`config.mk`:
```
export PLATFORM = sky130hd
export DESIGN_NAME = instruction_fetch_unit
export DESIGN_NICKNAME = d
export VERILOG_FILES = /design/src/rtl/fetch_pkg.sv /design/src/rtl/fetch_queue.sv /design/src/rtl/instruction_fetch_unit.sv
export SDC_FILE = /design/constraint.sdc
export NUM_CORES = 1
export LEC_CHECK = 0
export BUFFER_PORTS_ARGS = -buffer_cell sky130_fd_sc_hd__buf_4
export CAP_MARGIN = 20
export CORE_MARGIN = 1.5
export CORE_UTILIZATION = 55
export CTS_CLUSTER_SIZE = 20
export DETAILED_ROUTE_END_ITERATION = 8
export HOLD_SLACK_MARGIN = 0.02
export PLACE_DENSITY = 0.81
export SLEW_MARGIN = 15
export SYNTH_ARGS = -nofsm -noshare
export SYNTH_HDL_FRONTEND = slang
export SYNTH_SLANG_ARGS = --single-unit
export TNS_END_PERCENT = 30
```
`constraint.sdc`:
```
create_clock -name clk -period 10.4 [get_ports clk]
set_clock_uncertainty 0.05 [all_clocks]
set_input_delay 1.04 -clock clk [delete_from_list [all_inputs] [get_ports clk]]
set_output_delay 1.04 -clock clk [all_outputs]
set_load 0.05 [all_outputs]
```
`src/rtl/fetch_pkg.sv`:
```
// Shared types and constants for the instruction fetch front end.
package fetch_pkg;

  localparam int unsigned ILEN       = 32;
  localparam int unsigned FETCH_XLEN = 32;

  localparam logic [ILEN-1:0] NOP = 32'h0000_0013;

  typedef struct packed {
    logic [ILEN-1:0]       inst;
    logic [FETCH_XLEN-1:0] pc;
  } fetch_entry_t;

endpackage

```
`src/rtl/fetch_queue.sv`:
```
// Circular instruction buffer; pointers carry a wrap bit so full and empty are distinguishable.
module fetch_queue
  import fetch_pkg::*;
#(
  parameter int unsigned DEPTH = 4,
  parameter int unsigned WIDTH = ILEN + FETCH_XLEN
) (
  input  logic                       clk,
  input  logic                       reset,
  input  logic                       push,
  input  logic                       pop,
  input  logic                       flush,
  input  logic [WIDTH-1:0]           wdata,
  output logic [WIDTH-1:0]           rdata,
  output logic [$clog2(DEPTH+1)-1:0] count,
  output logic                       empty
);

  localparam int unsigned AW = $clog2(DEPTH);
  localparam int unsigned CW = $clog2(DEPTH + 1);

  logic [AW:0]      head_q, tail_q;
  logic [AW:0]      ptr_diff;
  logic [WIDTH-1:0] mem_q [DEPTH];

  always_ff @(posedge clk or posedge reset) begin
    if (reset) begin
      head_q <= '0;
      tail_q <= '0;
    end else if (flush) begin
      head_q <= '0;
      tail_q <= '0;
    end else begin
      if (push) tail_q <= tail_q + (AW+1)'(1);
      if (pop)  head_q <= head_q + (AW+1)'(1);
    end
  end

  // Storage needs no reset; entries are only visible between head and tail.
  always_ff @(posedge clk) begin
    if (push && !flush) mem_q[tail_q[AW-1:0]] <= wdata;
  end

  assign ptr_diff = tail_q - head_q;
  assign count    = CW'(ptr_diff);
  assign empty    = (head_q == tail_q);
  assign rdata    = mem_q[head_q[AW-1:0]];

endmodule

```
`src/rtl/instruction_fetch_unit.sv`:
```
// Sequential instruction fetch with credit-limited requests, in-order response queue and redirect.
// Define FETCH_BYPASS_EN to forward a kept response straight to decode when the queue is empty.
module instruction_fetch_unit
  import fetch_pkg::*;
#(
  parameter int unsigned     XLEN     = 32,
  parameter int unsigned     DEPTH    = 4,
  parameter logic [XLEN-1:0] RESET_PC = '0
) (
  input  logic                       clk,
  input  logic                       reset,
  output logic                       imem_req_valid,
  input  logic                       imem_req_ready,
  output logic [XLEN-1:0]            imem_req_addr,
  input  logic                       imem_resp_valid,
  input  logic [ILEN-1:0]            imem_resp_data,
  input  logic                       redirect,
  input  logic [XLEN-1:0]            redirect_pc,
  output logic                       inst_valid,
  input  logic                       inst_ready,
  output logic [ILEN-1:0]            inst,
  output logic [XLEN-1:0]            inst_pc,
  output logic [$clog2(DEPTH+1)-1:0] occupancy
);

  localparam int unsigned CW = $clog2(DEPTH + 1);
  localparam int unsigned EW = ILEN + XLEN;

  logic [XLEN-1:0] fetch_pc_q, fetch_pc_d;
  logic [XLEN-1:0] resp_pc_q, resp_pc_d;
  logic [XLEN-1:0] restart_pc;
  logic [CW-1:0]   outstanding_q, outstanding_d;
  logic [CW-1:0]   drop_q, drop_d;
  logic [CW:0]     credit_used;
  logic            req_fire, keep;
  logic            q_push, q_pop, q_empty;
  logic [EW-1:0]   q_wdata, q_rdata;
  logic [ILEN-1:0] head_inst;
  logic [XLEN-1:0] head_pc;

  assign restart_pc = redirect_pc & ~XLEN'(3);
  assign q_wdata    = {imem_resp_data, resp_pc_q};
  assign {head_inst, head_pc} = q_rdata;

  // Credits use registered counts only, so a pop frees a slot one cycle later.
  assign credit_used    = {1'b0, outstanding_q} + {1'b0, occupancy};
  assign imem_req_valid = !reset && !redirect && (credit_used < (CW+1)'(DEPTH));
  assign imem_req_addr  = fetch_pc_q;
  assign req_fire       = imem_req_valid && imem_req_ready;
  assign keep           = imem_resp_valid && !redirect && (drop_q == '0);

`ifdef FETCH_BYPASS_EN
  logic bypass;
  assign bypass     = keep && q_empty;
  assign inst_valid = !redirect && (!q_empty || bypass);
  assign inst       = bypass ? imem_resp_data : head_inst;
  assign inst_pc    = bypass ? resp_pc_q : head_pc;
  assign q_push     = keep && !(bypass && inst_ready);
  assign q_pop      = !redirect && !q_empty && inst_ready;
`else
  assign inst_valid = !redirect && !q_empty;
  assign inst       = q_empty ? NOP : head_inst;
  assign inst_pc    = head_pc;
  assign q_push     = keep;
  assign q_pop      = inst_valid && inst_ready;
`endif

  fetch_queue #(
    .DEPTH(DEPTH),
    .WIDTH(EW)
  ) u_queue (
    .clk   (clk),
    .reset (reset),
    .push  (q_push),
    .pop   (q_pop),
    .flush (redirect),
    .wdata (q_wdata),
    .rdata (q_rdata),
    .count (occupancy),
    .empty (q_empty)
  );

  always_comb begin
    fetch_pc_d    = fetch_pc_q;
    resp_pc_d     = resp_pc_q;
    drop_d        = drop_q;
    outstanding_d = outstanding_q + CW'(req_fire) - CW'(imem_resp_valid);
    if (redirect) begin
      fetch_pc_d = restart_pc;
      resp_pc_d  = restart_pc;
      // A response landing in the redirect cycle is wrong-path too, so it is not counted.
      drop_d     = outstanding_q - CW'(imem_resp_valid);
    end else begin
      if (req_fire) fetch_pc_d = fetch_pc_q + XLEN'(4);
      if (keep)     resp_pc_d  = resp_pc_q + XLEN'(4);
      if (imem_resp_valid && (drop_q != '0)) drop_d = drop_q - CW'(1);
    end
  end

  always_ff @(posedge clk or posedge reset) begin
    if (reset) begin
      fetch_pc_q    <= RESET_PC;
      resp_pc_q     <= RESET_PC;
      outstanding_q <= '0;
      drop_q        <= '0;
    end else begin
      fetch_pc_q    <= fetch_pc_d;
      resp_pc_q     <= resp_pc_d;
      outstanding_q <= outstanding_d;
      drop_q        <= drop_d;
    end
  end

endmodule

```
Yosys cells after proc, flatten, opt, wreduce, memory -nomap -nowiden
Memories as Yosys holds them, arrays and structs flattened.
Cells that the tools add are included.
- bits in registers: 76
- memory bits (writable): 256
- input port bits: 70
- output and inout port bits: 101
- word-level logic and storage cells: 50
- memories: 1
- memory list (memory ; depth ; width ; read ports ; clocked after memory_dff ; wr ports ; line ; RTL):
    u_queue.mem_q ; 4 ; 64 ; 1 ; 0 ; 1 ; fetch_queue.sv:24 ; logic [WIDTH-1:0] mem_q [DEPTH];
- $add $sub $neg: 10
- order comparisons: 1
- eq/ne operators: 1
- mux-type cells: 13
- reductions and logical operators: 18
- operators with widths (kind ; count):
    two-way mux 32 bit ; 5
    adder 32 x 3 -> 32 bit (second input constant) ; 2
    two-way mux 3 bit ; 6
    logical AND 1 bit ; 9
    nonzero test 2 bit ; 4
    adder 3 x 1 -> 3 bit (second input constant) ; 2
    subtractor 3 x 1 -> 3 bit ; 2
    adder 3 x 3 -> 4 bit ; 1
    < comparator 4 x 3 -> 1 bit (second input constant) ; 1
    adder 3 x 1 -> 3 bit ; 1
    == test 3 bit ; 1
    logical NOT 1 bit ; 3
    logical NOT 3 bit ; 1
    nonzero test 3 bit ; 1
    subtractor 3 x 1 -> 3 bit (second input constant) ; 1
    subtractor 3 bit ; 1
    two-way mux 1 bit ; 2

Logic depth before layout (Yosys ltp)
Gate-level depths: netlist of the first run.
- depth in word-level cells: 7
- mapped depth: 17
- mapped depth without buffers: 16

Hierarchy
A second synthesis of the first run with hierarchy kept.
- cells, all modules: 829
- area, all modules: 13774.5 um^2
- modules (own cells, without submodules) (module ; instances ; cells an instance ; area each (um^2) ; seq. area each (um^2)):
    fetch_queue ; 1 ; 377 ; 9686.8 ; 7837.5
    instruction_fetch_unit ; 1 ; 452 ; 4087.7 ; 1651.6

Worst setup path after synthesis of the first run
No wires, ideal clock.
- path kind: flip-flop to output port
- from: register u_queue.head_q[1]
- to: output port imem_req_valid
- arrival: 4300 ps
- data required time: 9310 ps
- path slack: 5010 ps
- cell stages (with the launch flop): 9
- buffers on the path: 2
- path through: dfrtp_1 -> clkbuf_1 -> clkbuf_1 -> inv_1 -> fa_1 -> xor2_1 -> ha_1 -> or4_4 -> nor3_1
- longest elaborated chain between the ends: 4
- RTL lines (element ; line ; RTL):
    from (decl) ; fetch_queue.sv:22 ; logic [AW:0] head_q, tail_q;
    from (signal assigned) ; fetch_queue.sv:35 ; if (pop) head_q <= head_q + (AW+1)'(1);
    subtractor 3 bit ; fetch_queue.sv:44 ; assign ptr_diff = tail_q - head_q;
    named net occupancy[2] ; instruction_fetch_unit.sv:23 ; output logic [$clog2(DEPTH+1)-1:0] occupancy
    adder 3 x 3 -> 4 bit ; instruction_fetch_unit.sv:46 ; assign credit_used = {1'b0, outstanding_q} + {1'b0, occupancy};
    < comparator 4 x 3 -> 1 bit ; instruction_fetch_unit.sv:47 ; assign imem_req_valid = !reset && !redirect && (credit_used < (CW+1)'(DEPTH));
    logical AND 1 bit ; instruction_fetch_unit.sv:47 ;
    to (decl) ; instruction_fetch_unit.sv:12 ; output logic imem_req_valid,
The timed path passes the listed nets, and every way through them passes these cells.

Final worst setup path of the first run
- from: register u_queue.head_q[1]
- to: register outstanding_q[2]
- longest elaborated chain between the ends: 7
- RTL lines (element ; line ; RTL):
    subtractor 3 bit ; fetch_queue.sv:44 ;
    adder 3 x 3 -> 4 bit ; instruction_fetch_unit.sv:46 ;
    < comparator 4 x 3 -> 1 bit ; instruction_fetch_unit.sv:47 ;
    logical AND 1 bit ; instruction_fetch_unit.sv:47 ;
    logical AND 1 bit ; instruction_fetch_unit.sv:49 ; assign req_fire = imem_req_valid && imem_req_ready;
    adder 3 x 1 -> 3 bit ; instruction_fetch_unit.sv:87 ; outstanding_d = outstanding_q + CW'(req_fire) - CW'(imem_resp_valid);
    subtractor 3 x 1 -> 3 bit ; instruction_fetch_unit.sv:87 ;
    named net outstanding_d[2] ; instruction_fetch_unit.sv:32 ; logic [CW-1:0] outstanding_q, outstanding_d;
    to (signal assigned) ; instruction_fetch_unit.sv:109 ; outstanding_q <= outstanding_d;
    to (decl) ; instruction_fetch_unit.sv:32 ;
The timed path passes the listed nets, and every way through them passes these cells.
A chain may end at the register's enable or synchronous reset.

==> results.py, run 1 <==
metrics = {
    "setup_path": {
        "crit_path_top_delay_cell": "buf_4",
        "cp-start-kind": "flip-flop",
        "regToRegStartpoint": "u_queue.head_q[1]",
        "worstSetupEndpointType": "flip-flop",
        "worstPathArrival_ns": 5.19,
        "required_ns": 10.78,
        "path_cells": "buf_4 > inv_1 > fa_1 > xor2_1 > ha_1 > or4_4 > nor4b_4 > buf_4 > inv_2 > ha_1 > inv_1 > ha_1 > inv_1 > fa_1 > xnor2_1 > xnor2_1",
        "critical_path.startpoint": "u_queue.head_q[1]",
        "critPathMaxStageDelay_ns": 0.70,
        "crit_type": "reg2reg",
        "worstPathMaxFanout": 65,
    },
    "pwr": {
        "leakage_nw": 5.71,
        "powerDensity_nw_per_um2": 236,
        "ir_drop_uv": 147,
    },
    "placed_design": {
        "place_congestion": 0.860,
        "post-dp-hpwl_mm": 16.2,
        "port_buffers": 164,
        "placedCellCount": 1276,
        "placed_area_um2": 14800,
    },
    "logic_synthesis": {
        "ys_ff_latch": 320,
        "synthMuxAreaShare": 0.107,
        "synth_top_cells_by_area": "edfxtp_1, dfrtp_1, mux4_2",
        "synth_fa_ha_area_frac": 0.0190,
        "async_flop_share": 0.225,
        "seq_area_frac_synth": 0.696,
        "synth_warnings": 0,
        "synth-xor-area-share": 0.0270,
        "yosysMostFrequentCell": "edfxtp_1",
        "yosysTopAreaCellShare": 0.561,
        "netlist_instances": 820,
        "synth_compound_area_frac": 0.0407,
        "synth_top_family_by_area": "multiplexers",
        "synth_area_leader_cell": "edfxtp_1",
        "synthTopCellsByCount": "edfxtp_1, dfrtp_1, mux4_2",
        "synthFlopType": "edfxtp_1",
        "syn_area_um2": 13300,
        "synth_area_per_cell_um2": 16.2,
        "synth-edff-count": 248,
        "synthDistinctLibCells": 44,
        "yosys.area_share.simple": 0.0917,
    },
    "cts": {
        "ctsLongestPathBuffers": 3,
        "cts.htree.levels": 1,
        "cts-resized-gates": 0,
        "clock_latency_ns": 0.54,
        "cts_buffers": 31,
        "clock-sinks": 320,
        "cts_setup_buffers": 0,
        "cts_hold_buf": 0,
        "clkSlewWorstSetupHoldPaths_ns": 0.06,
        "cts_tree": "yes",
        "cts_root_buffer": "clkbuf_16",
    },
    "worst_hold_path": {
        "hold_start": "outstanding_q[0]",
        "hold_path.class": "reg2reg",
    },
    "route": {
        "ant_nets": 0,
        "drt_iter0_drc": 609,
        "dr_total_vias": 7713,
        "drt-total-wl_mm": 26.4,
        "viasPerCell": 5.79,
        "wl_per_cell_um": 19.8,
        "drtPass1Iterations": 5,
        "drc_errors": 0,
    },
    "global_routing": {
        "grt_pass1_vias": 7542,
        "grt_pass1_wl_mm": 40.9,
        "antenna_found_initial": 0,
        "grt_max_degree": 73,
        "grt-ovfl-total": 0,
        "gr-usage-all-layers": 0.214,
    },
    "timing": {
        "hold_viol": 0,
        "tns_ns": 0,
        "report.final.slew_viol_count": 0,
        "max_freq_mhz": 208,
        "rsz0062_at_grt": "no",
        "worstMarginPinSlew_ns": 1.10,
        "min_period_ns": 4.81,
        "fin_hold_ws_ns": 0.483,
        "min_period_over_period": 0.463,
        "max-slew-margin-rel": 0.264,
        "finalSetupViolations": 0,
    },
    "cells_and_area": {
        "postLayoutCellArea_um2": 16000,
        "nFillCells": 1565,
        "stdcell_count": 1333,
        "drive_gt1_frac": 0.301,
        "area_growth_pct": 20.3,
        "final_nets": 1079,
        "n_antenna_cell": 0,
    },
    "floorplan": {
        "io_pins": 171,
        "die_w_um": 158,
        "dieArea_um2": 25100,
        "fp.coreArea_um2": 23600,
        "die_h_um": 158,
        "initial_core_util": 0.563,
        "rows": 56,
    },
    "status": {
        "outcome": "finished, final reports clean",
    },
    "flow_run": {
        "cap_violations": 0,
    },
}
-- flip-flops by register name, summed over array words and instances (netlist names) --
name and count:
u_queue.mem_q 248, imem_req_addr 30, resp_pc_q 30, drop_q 3, outstanding_q 3, u_queue.head_q 3, u_queue.tail_q 3
-- cell usage in the layout (no fill, tap or decap), types with 6 or more instances in the layout --
cell         n
a21oi_1      9
clkbuf_16   33
and2_1       6
dfrtp_1     70
inv_1       18
nand4_1     26
ha_1        17
and3_1      11
o311ai_0     8
buf_4      174
edfxtp_1   248
nor2b_1     29
o21ai_0     40
nor3_1      10
o211ai_1    18
nand2_1     56
xor2_1      33
xnor2_1      8
nand3_1     36
mux4_2      62
nor2_1      22
-- report_power, final --
group	switching (W)	internal (W)	leakage (nW)	total, W
Combinational	0.000655	0.000364	2.06	0.00102
Sequential	0.0000922	0.00146	3.11	0.00155
Clock	0.000465	0.000740	0.543	0.00121
Total	0.00121	0.00256	5.71	0.00378
-- stage by stage --
stage | total power [W] | utilization | worst slack (ns)
after floorplan | 0.00231 | - | 5.01
after global placement | 0.00259 | 0.628 | 5.54
after detailed placement | 0.00261 | 0.628 | 5.53
after CTS | 0.00381 | 0.677 | 5.50
after global routing | 0.00393 | 0.677 | 5.20
final | 0.00378 | 0.677 | 5.59
-- layer usage --
metal,wire length [um],GRT usage,up-vias,share of wire
met5,0,0,-,0
met4,450,0.0503,0,0.017
met3,1920,0.0367,41,0.073
met2,12600,0.348,303,0.48
met1,11500,0.306,3864,0.43
li1,-,-,3505,-
-- area by class of cell --
cell class	instances	area, um2	area share
multi-input cells	443	3810	0.238
clock buffers	41	906	0.0567
clock inverters	16	233	0.0146
inverters	20	75.1	0.00470
well taps	319	399	0.0250
repair buffers	174	1310	0.0817
flip-flops and latches	320	9250	0.579
-- logic make-up (layout without fill, tap and decap cells) --
group | after synthesis | after routing
buffers and inverters | 60 | 251
and+or+nand+nor | 228 | 228
xor gates and xnor gates | 41 | 41
DFF | 320 | 320
AOI/OAI and AO/OA | 87 | 87
adders and majority gates | 19 | 19
muxes | 64 | 64
other | 1 | 4
-- worst max-delay path: cells and delay by family, from the launching register on --
kind                       cells  cell delay, ns
and+or+nand+nor                2            0.72
buffers and inverters          6            1.47
adders and majority gates      5            1.56
xor gates and xnor gates       3            0.53
DFF                            1            0.34
-- final timing paths --
check / end / depth (start not counted) / slack (ns)
min in group asynchronous: imem_req_addr[3] / 3 / 0.72
setup / recovery: outstanding_q[2] / 16 / 5.59
max in group asynchronous: u_queue.head_q[0] / 3 / 8.90
hold / removal: outstanding_q[0] / 1 / 0.48
setup reg to reg: outstanding_q[2] / 16 / 5.59
hold reg to reg: outstanding_q[0] / 1 / 0.48
(Power assumes the default switching activity.)
==> run 2: changes to the inputs <==
--- a/config.mk
+++ b/config.mk
@@ -8,7 +8,7 @@
 export BUFFER_PORTS_ARGS = -buffer_cell sky130_fd_sc_hd__buf_4
 export CAP_MARGIN = 20
 export CORE_MARGIN = 1.5
-export CORE_UTILIZATION = 55
+export CORE_UTILIZATION = 52
 export CTS_CLUSTER_SIZE = 20
 export DETAILED_ROUTE_END_ITERATION = 8
 export HOLD_SLACK_MARGIN = 0.02
==> constraint.sdc (replaced) <==
create_clock -name clk -period 3.9 [get_ports clk]
set_clock_uncertainty 0.05 [all_clocks]
set_input_delay 0.39 -clock clk [delete_from_list [all_inputs] [get_ports clk]]
set_output_delay 0.39 -clock clk [all_outputs]
set_load 0.05 [all_outputs]
==> run 2 against run 1 <==
Combinational power increased to 2.8 times the previous value. Worst setup slack got worse by 5.4 ns. Utilization decreased by 3.1 points. Clock power increased to 2.7 times the previous value. Routed wire length increased by 6.7%. Largest cell class unchanged.
==> results.py, run 2 (synthesis results as in run 1) <==
metrics = {
    "status": {
        "outcome": "finished, final reports clean",
    },
    "pwr": {
        "swShare": 0.326,
        "netSwitchingPower_w": 0.00332,
        "pwr-share-clk": 0.317,
        "leakage_nw": 5.81,
        "powerDensity_nw_per_um2": 628,
        "p_seq_frac": 0.402,
        "ir_drop_uv": 459,
        "internal_power_w": 0.00686,
        "p_comb_frac": 0.281,
    },
    "setup_path": {
        "worstSetupEndpointType": "flip-flop",
        "crit_type": "reg2reg",
        "required_ns": 4.24,
        "crit_path_top_delay_cell": "or4_4",
        "critPathMaxStageDelay_ns": 0.54,
        "worstPathArrival_ns": 4.02,
        "crit_path_frequent_cell": "inv_2",
        "path_delay_family": "adder cells",
        "path_cells": "inv_2 > ha_4 > inv_1 > fa_2 > xor2_4 > ha_1 > or4_4 > nor4b_4 > inv_2 > ha_4 > inv_2 > ha_4 > inv_2 > fa_2 > xnor2_2 > xnor2_1",
        "cp-start-kind": "flip-flop",
        "regToRegStartpoint": "u_queue.tail_q[0]",
        "worstPathMaxFanout": 4,
        "reg2regPathDepth": 16,
        "path_buf_inv": 5,
        "rrSetupSlack_ns": 0.22,
        "r2r_end": "outstanding_q[2]",
    },
    "route": {
        "wl_met3_mm": 2.02,
        "dr_total_vias": 7876,
        "wl_met2_mm": 13.9,
        "drt_iter0_drc": 651,
        "ant_nets": 0,
        "top_layer_used": "met4",
        "wl_per_cell_um": 20.7,
        "wl_met1_mm": 11.9,
        "drtPass1Iterations": 5,
        "drt-total-wl_mm": 28.2,
        "drc_errors": 0,
        "viasPerCell": 5.78,
    },
    "floorplan": {
        "dieArea_um2": 26500,
        "fp.coreArea_um2": 25100,
        "initial_core_util": 0.529,
        "die_w_um": 163,
        "die_h_um": 163,
        "io_pins": 171,
        "rows": 58,
    },
    "cells_and_area": {
        "n_antenna_cell": 0,
        "layout_common_cells": "edfxtp_1, buf_4, dfrtp_1, mux4_2, nand2_1",
        "postLayoutCellArea_um2": 16200,
        "drive_gt1_frac": 0.318,
        "final_common_cell": "edfxtp_1",
        "area_growth_pct": 22.1,
        "final_nets": 1095,
        "largest_reg_flops": 248,
    },
    "flow_run": {
        "cap_violations": 0,
    },
    "global_routing": {
        "grt_pass1_wl_mm": 43.8,
        "antenna_found_initial": 0,
        "grt_pass1_vias": 7992,
        "gr-usage-all-layers": 0.217,
        "grt_max_degree": 66,
        "grt-ovfl-total": 0,
    },
    "cts": {
        "ctsLongestPathBuffers": 3,
        "clock-sinks": 320,
        "cts-resized-gates": 0,
        "cts.htree.levels": 2,
        "cts_setup_buffers": 0,
        "cts_buffers": 35,
        "cts_tree": "yes",
        "clkSlewWorstSetupHoldPaths_ns": 0.06,
        "clock_latency_ns": 0.50,
        "cts_root_buffer": "clkbuf_16",
    },
    "timing": {
        "worstMarginPinSlew_ns": 1.07,
        "report.final.slew_viol_count": 0,
        "min_period_over_period": 0.943,
        "finalSetupViolations": 0,
        "layout_setup_ws_ns": 0.221,
        "hold_viol": 0,
        "max-slew-margin-rel": 0.284,
        "min_period_ns": 3.68,
        "rsz0062_at_grt": "no",
        "max_freq_mhz": 272,
    },
    "placed_design": {
        "pre_cts_ws_ns": 0.146,
        "post-dp-hpwl_mm": 17.6,
        "port_buffers": 164,
        "placed_area_um2": 15100,
        "place_congestion": 0.871,
    },
    "worst_hold_path": {
        "hold_path.class": "in2async",
    },
}
[run 2: cell types whose count changed in the layout (fill, tap and decap cells not counted), sizes merged]
cell | before | now
clkinv | 3 | 13
clkinvlp | 5 | 3
inv | 23 | 21
dlygate4sd3 | 0 | 2
buf | 174 | 184
clkbuf | 41 | 44
bufinv | 5 | 2
[run 2: what timing repair did]
action | in CTS | in global routing
endpoints found under the hold margin | 4 | 4
setup endpoints to repair | 0 | 3
hold buffers | 1 | 1
[run 2: cell type report]
class                   count  area [um2]
well taps                 330         413
inverters                  20        77.6
clock buffers              44         992
repair buffers            186        1450
clock inverters            19         154
flip-flops and latches    320        9250
fillers                  1817        8890
multi-input cells         443        3870
[run 2: worst max path at each step]
stage	cells after the start	from	end	slack (ns)
after floorplan	17	u_queue.head_q[1]	outstanding_q[2]	-0.25
after global placement	16	u_queue.tail_q[0]	outstanding_q[2]	0.22
after detailed placement	16	u_queue.tail_q[0]	outstanding_q[2]	0.15
after CTS	5	u_queue.head_q[0]	inst[0]	0.14
after global routing	5	u_queue.head_q[0]	inst[0]	0.002
final	16	u_queue.tail_q[0]	outstanding_q[2]	0.22
[run 2: per-layer routing]
metal,track usage,vias to the layer above
met5,0,-
met4,0.0509,0
met3,0.0418,41
met2,0.350,335
met1,0.308,3960
li1,-,3540
[run 2: per-stage QoR]
stage          utilization  TNS [ns]  hold WS (ns)  cells  total power, W
2_1_floorplan            -    -0.419         0.439    823         0.00620
3_3_place_gp         0.599         0         0.467   1297         0.00700
3_5_place_dp         0.599         0         0.472   1297         0.00705
4_1_cts              0.645         0        0.0218   1361          0.0103
5_1_grt              0.646         0        0.0201   1362          0.0106
6_report             0.646         0        0.0308   1362          0.0102
[run 2: power by group through the flow]
stage / Sequential, W / Clock, W / Combinational, W
final: 0.00409 / 0.00322 / 0.00286
after global routing: 0.00412 / 0.00342 / 0.00304
after CTS: 0.00409 / 0.00328 / 0.00290
after detailed placement: 0.00416 / 0 / 0.00290
after global placement: 0.00414 / 0 / 0.00286
after floorplan: 0.00425 / 0 / 0.00195
==> run 3: changes to the inputs <==
--- a/config.mk
+++ b/config.mk
@@ -16,5 +16,6 @@
 export SLEW_MARGIN = 15
 export SYNTH_ARGS = -nofsm -noshare
 export SYNTH_HDL_FRONTEND = slang
+export SYNTH_HIERARCHICAL = 1
 export SYNTH_SLANG_ARGS = --single-unit
 export TNS_END_PERCENT = 30
==> run 3 against run 2 <==
Sequential cell count is 8 higher. Sequential share of layout area grew 0.33 points. Sequential power about the same. Largest cell class unchanged. Largest power group unchanged. Highest routed layer unchanged.
==> results.py, run 3 <==
metrics = {
    "floorplan": {
        "rows": 59,
        "dieArea_um2": 27500,
        "io_pins": 171,
        "die_h_um": 166,
        "die_w_um": 166,
        "initial_core_util": 0.529,
        "fp.coreArea_um2": 26100,
    },
    "setup_path": {
        "worstPathArrival_ns": 3.17,
        "crit_path_frequent_cell": "buf_4",
        "crit_type": "reg2out",
        "r2r_end": "outstanding_q[2]",
        "path_cells": "buf_4 > buf_4 > mux4_2 > or2_2 > buf_4",
        "cp-start-kind": "flip-flop",
        "worstPathMaxFanout": 38,
        "crit_path_top_delay_cell": "buf_4",
        "critPathMaxStageDelay_ns": 0.61,
        "critical_path.startpoint": "u_queue/head_q[0]",
        "reg2regPathDepth": 15,
        "rrSetupSlack_ns": 0.42,
        "path_delay_family": "buffers and inverters",
        "regToRegStartpoint": "u_queue/tail_q[0]",
        "worstSetupEndpointType": "output port",
        "path_buf_inv": 3,
        "required_ns": 3.46,
    },
    "logic_synthesis": {
        "synth_top_cells_by_area": "edfxtp_1, dfrtp_1, mux4_2",
        "synth-edff-count": 256,
        "yosysMostFrequentCell": "edfxtp_1",
        "async_flop_share": 0.220,
        "yosysTopAreaCellShare": 0.558,
        "synth_warnings": 6,
        "syn_area_um2": 13800,
        "synth_area_per_cell_um2": 16.6,
        "synthDistinctLibCells": 62,
        "ys_ff_latch": 328,
        "netlist_instances": 829,
        "synthFlopType": "edfxtp_1",
        "synth_area_leader_cell": "edfxtp_1",
        "seq_area_frac_synth": 0.689,
        "synthTopCellsByCount": "edfxtp_1, dfrtp_1, mux4_2",
    },
    "cells_and_area": {
        "n_antenna_cell": 0,
        "largest_reg_flops": 256,
        "final_nets": 1116,
        "area_growth_pct": 20.1,
        "drive_gt1_frac": 0.312,
        "nFillCells": 1898,
        "layout_common_cells": "edfxtp_1, buf_4, dfrtp_1, mux4_2, nand2_1",
        "final_common_cell": "edfxtp_1",
    },
    "worst_hold_path": {
        "hold_start": "imem_resp_data[14]",
        "hold_path.class": "in2reg",
        "hold_end": "u_queue/mem_q[2][46]",
        "holdPathStages": 1,
    },
    "timing": {
        "fin_hold_ws_ns": 0.0432,
        "report.final.slew_viol_count": 0,
        "max-slew-margin-rel": 0.318,
        "max_freq_mhz": 277,
        "tns_ns": 0,
        "hold_viol": 0,
        "rsz0062_at_grt": "no",
        "min_period_over_period": 0.926,
        "min_period_ns": 3.61,
        "worstMarginPinSlew_ns": 1.02,
        "finalSetupViolations": 0,
    },
    "pwr": {
        "powerDensity_nw_per_um2": 502,
        "ir_drop_uv": 385,
        "leakage_nw": 5.87,
    },
    "placed_design": {
        "port_buffers": 166,
        "post-dp-hpwl_mm": 17.8,
        "place_congestion": 0.884,
    },
    "cts": {
        "cts_root_buffer": "clkbuf_16",
        "clkSlewWorstSetupHoldPaths_ns": 0.06,
        "clock-sinks": 328,
        "ctsLongestPathBuffers": 3,
        "cts_buffers": 34,
        "cts_tree": "yes",
        "cts_setup_buffers": 0,
        "cts_hold_buf": 4,
        "clock_latency_ns": 0.51,
        "cts.htree.levels": 2,
        "cts-resized-gates": 0,
    },
    "global_routing": {
        "grt_pass1_vias": 8138,
        "grt_max_degree": 67,
        "grt_pass1_wl_mm": 44.4,
        "grt-ovfl-total": 0,
        "gr-usage-all-layers": 0.206,
        "antenna_found_initial": 0,
    },
    "route": {
        "wl_per_cell_um": 20.0,
        "drtPass1Iterations": 5,
        "drc_errors": 0,
        "viasPerCell": 5.73,
        "drt_iter0_drc": 685,
        "ant_nets": 0,
        "dr_total_vias": 7947,
        "drt-total-wl_mm": 27.8,
    },
    "status": {
        "outcome": "finished, final reports clean",
    },
    "flow_run": {
        "cap_violations": 0,
    },
}
[run 3: cell count changes after synthesis, sizes merged, moves of 8 or more]
cell / previous run / this run
buf: 9 / 21
xor2: 33 / 20
nor4: 1 / 9
clkbuf: 31 / 16
and3: 15 / 5
o21ai: 40 / 31
xnor2: 8 / 24
edfxtp: 248 / 256
nand3: 36 / 26
[run 3: layer usage]
metal  global-route usage  up-vias  share of wire
met1                0.284     3974           0.42
met2                0.343      326           0.50
met4               0.0548        0          0.020
li1                     -     3606              -
met5                    0        -              0
met3               0.0338       41          0.066
[run 3: layout make-up]
class,instances,area [um2],share of cell area
clock inverter,18,140,0.00847
multi-input combinational,449,4030,0.244
tap,335,419,0.0253
clock buffer,43,906,0.0548
sequential,328,9490,0.574
timing repair buffer,190,1460,0.0883
inverter,24,90.1,0.00545
[run 3: worst max path at each step]
stage	end	slack (ns)	cells after the start
6_report	inst[4]	0.29	5
5_1_grt	inst[4]	0.02	5
2_1_floorplan	outstanding_q[2]	0.003	17
4_1_cts	inst[4]	0.15	5
3_5_place_dp	outstanding_q[2]	0.37	15
3_3_place_gp	outstanding_q[2]	0.47	15
[run 3: power by group]
| part | switching (W) | internal [W] | total [W] |
|---|---|---|---|
| Sequential | 0.000172 | 0.00394 | 0.00411 |
| Clock | 0.00125 | 0.00178 | 0.00303 |
| Combinational | 0.000737 | 0.000431 | 0.00117 |
[run 3: per-stage QoR]
| stage | util | area, um2 | power (W) | cells | worst slack, ns |
|---|---|---|---|---|---|
| floorplan | - | 13800 | 0.00495 | 838 | 0.00275 |
| global placement | 0.593 | 15500 | 0.00531 | 1322 | 0.467 |
| detailed placement | 0.593 | 15500 | 0.00535 | 1322 | 0.366 |
| CTS | 0.635 | 16500 | 0.00839 | 1387 | 0.153 |
| global route | 0.635 | 16500 | 0.00862 | 1387 | 0.0170 |
| finish | 0.635 | 16500 | 0.00830 | 1387 | 0.290 |
[run 3: kinds of logic (layout without fill, tap and decap cells)]
logic type / after synthesis / in the layout / share of synthesized area
buffers and inverters: 61 / 275 / 0.0233
AOI/OAI and AO/OA: 86 / 86 / 0.0405
DFF: 328 / 328 / 0.689
muxes: 74 / 74 / 0.112
other: 1 / 10 / 0.000272
adders and majority gates: 19 / 19 / 0.0183
xor gates and xnor gates: 44 / 44 / 0.0280
and+or+nand+nor: 216 / 216 / 0.0885
[run 3: worst register-to-register path, cell delays in order, from the launching register on]
cell and delay [ns]:
dfrtp_1 0.41, inv_1 0.12, ha_1 0.15, inv_1 0.05
fa_2 0.42, xnor2_4 0.14, ha_1 0.28, nor4_1 0.25
and4_1 0.30, inv_2 0.06, ha_1 0.27, inv_1 0.04
ha_1 0.18, fa_1 0.38, xnor2_1 0.18, xnor2_1 0.14
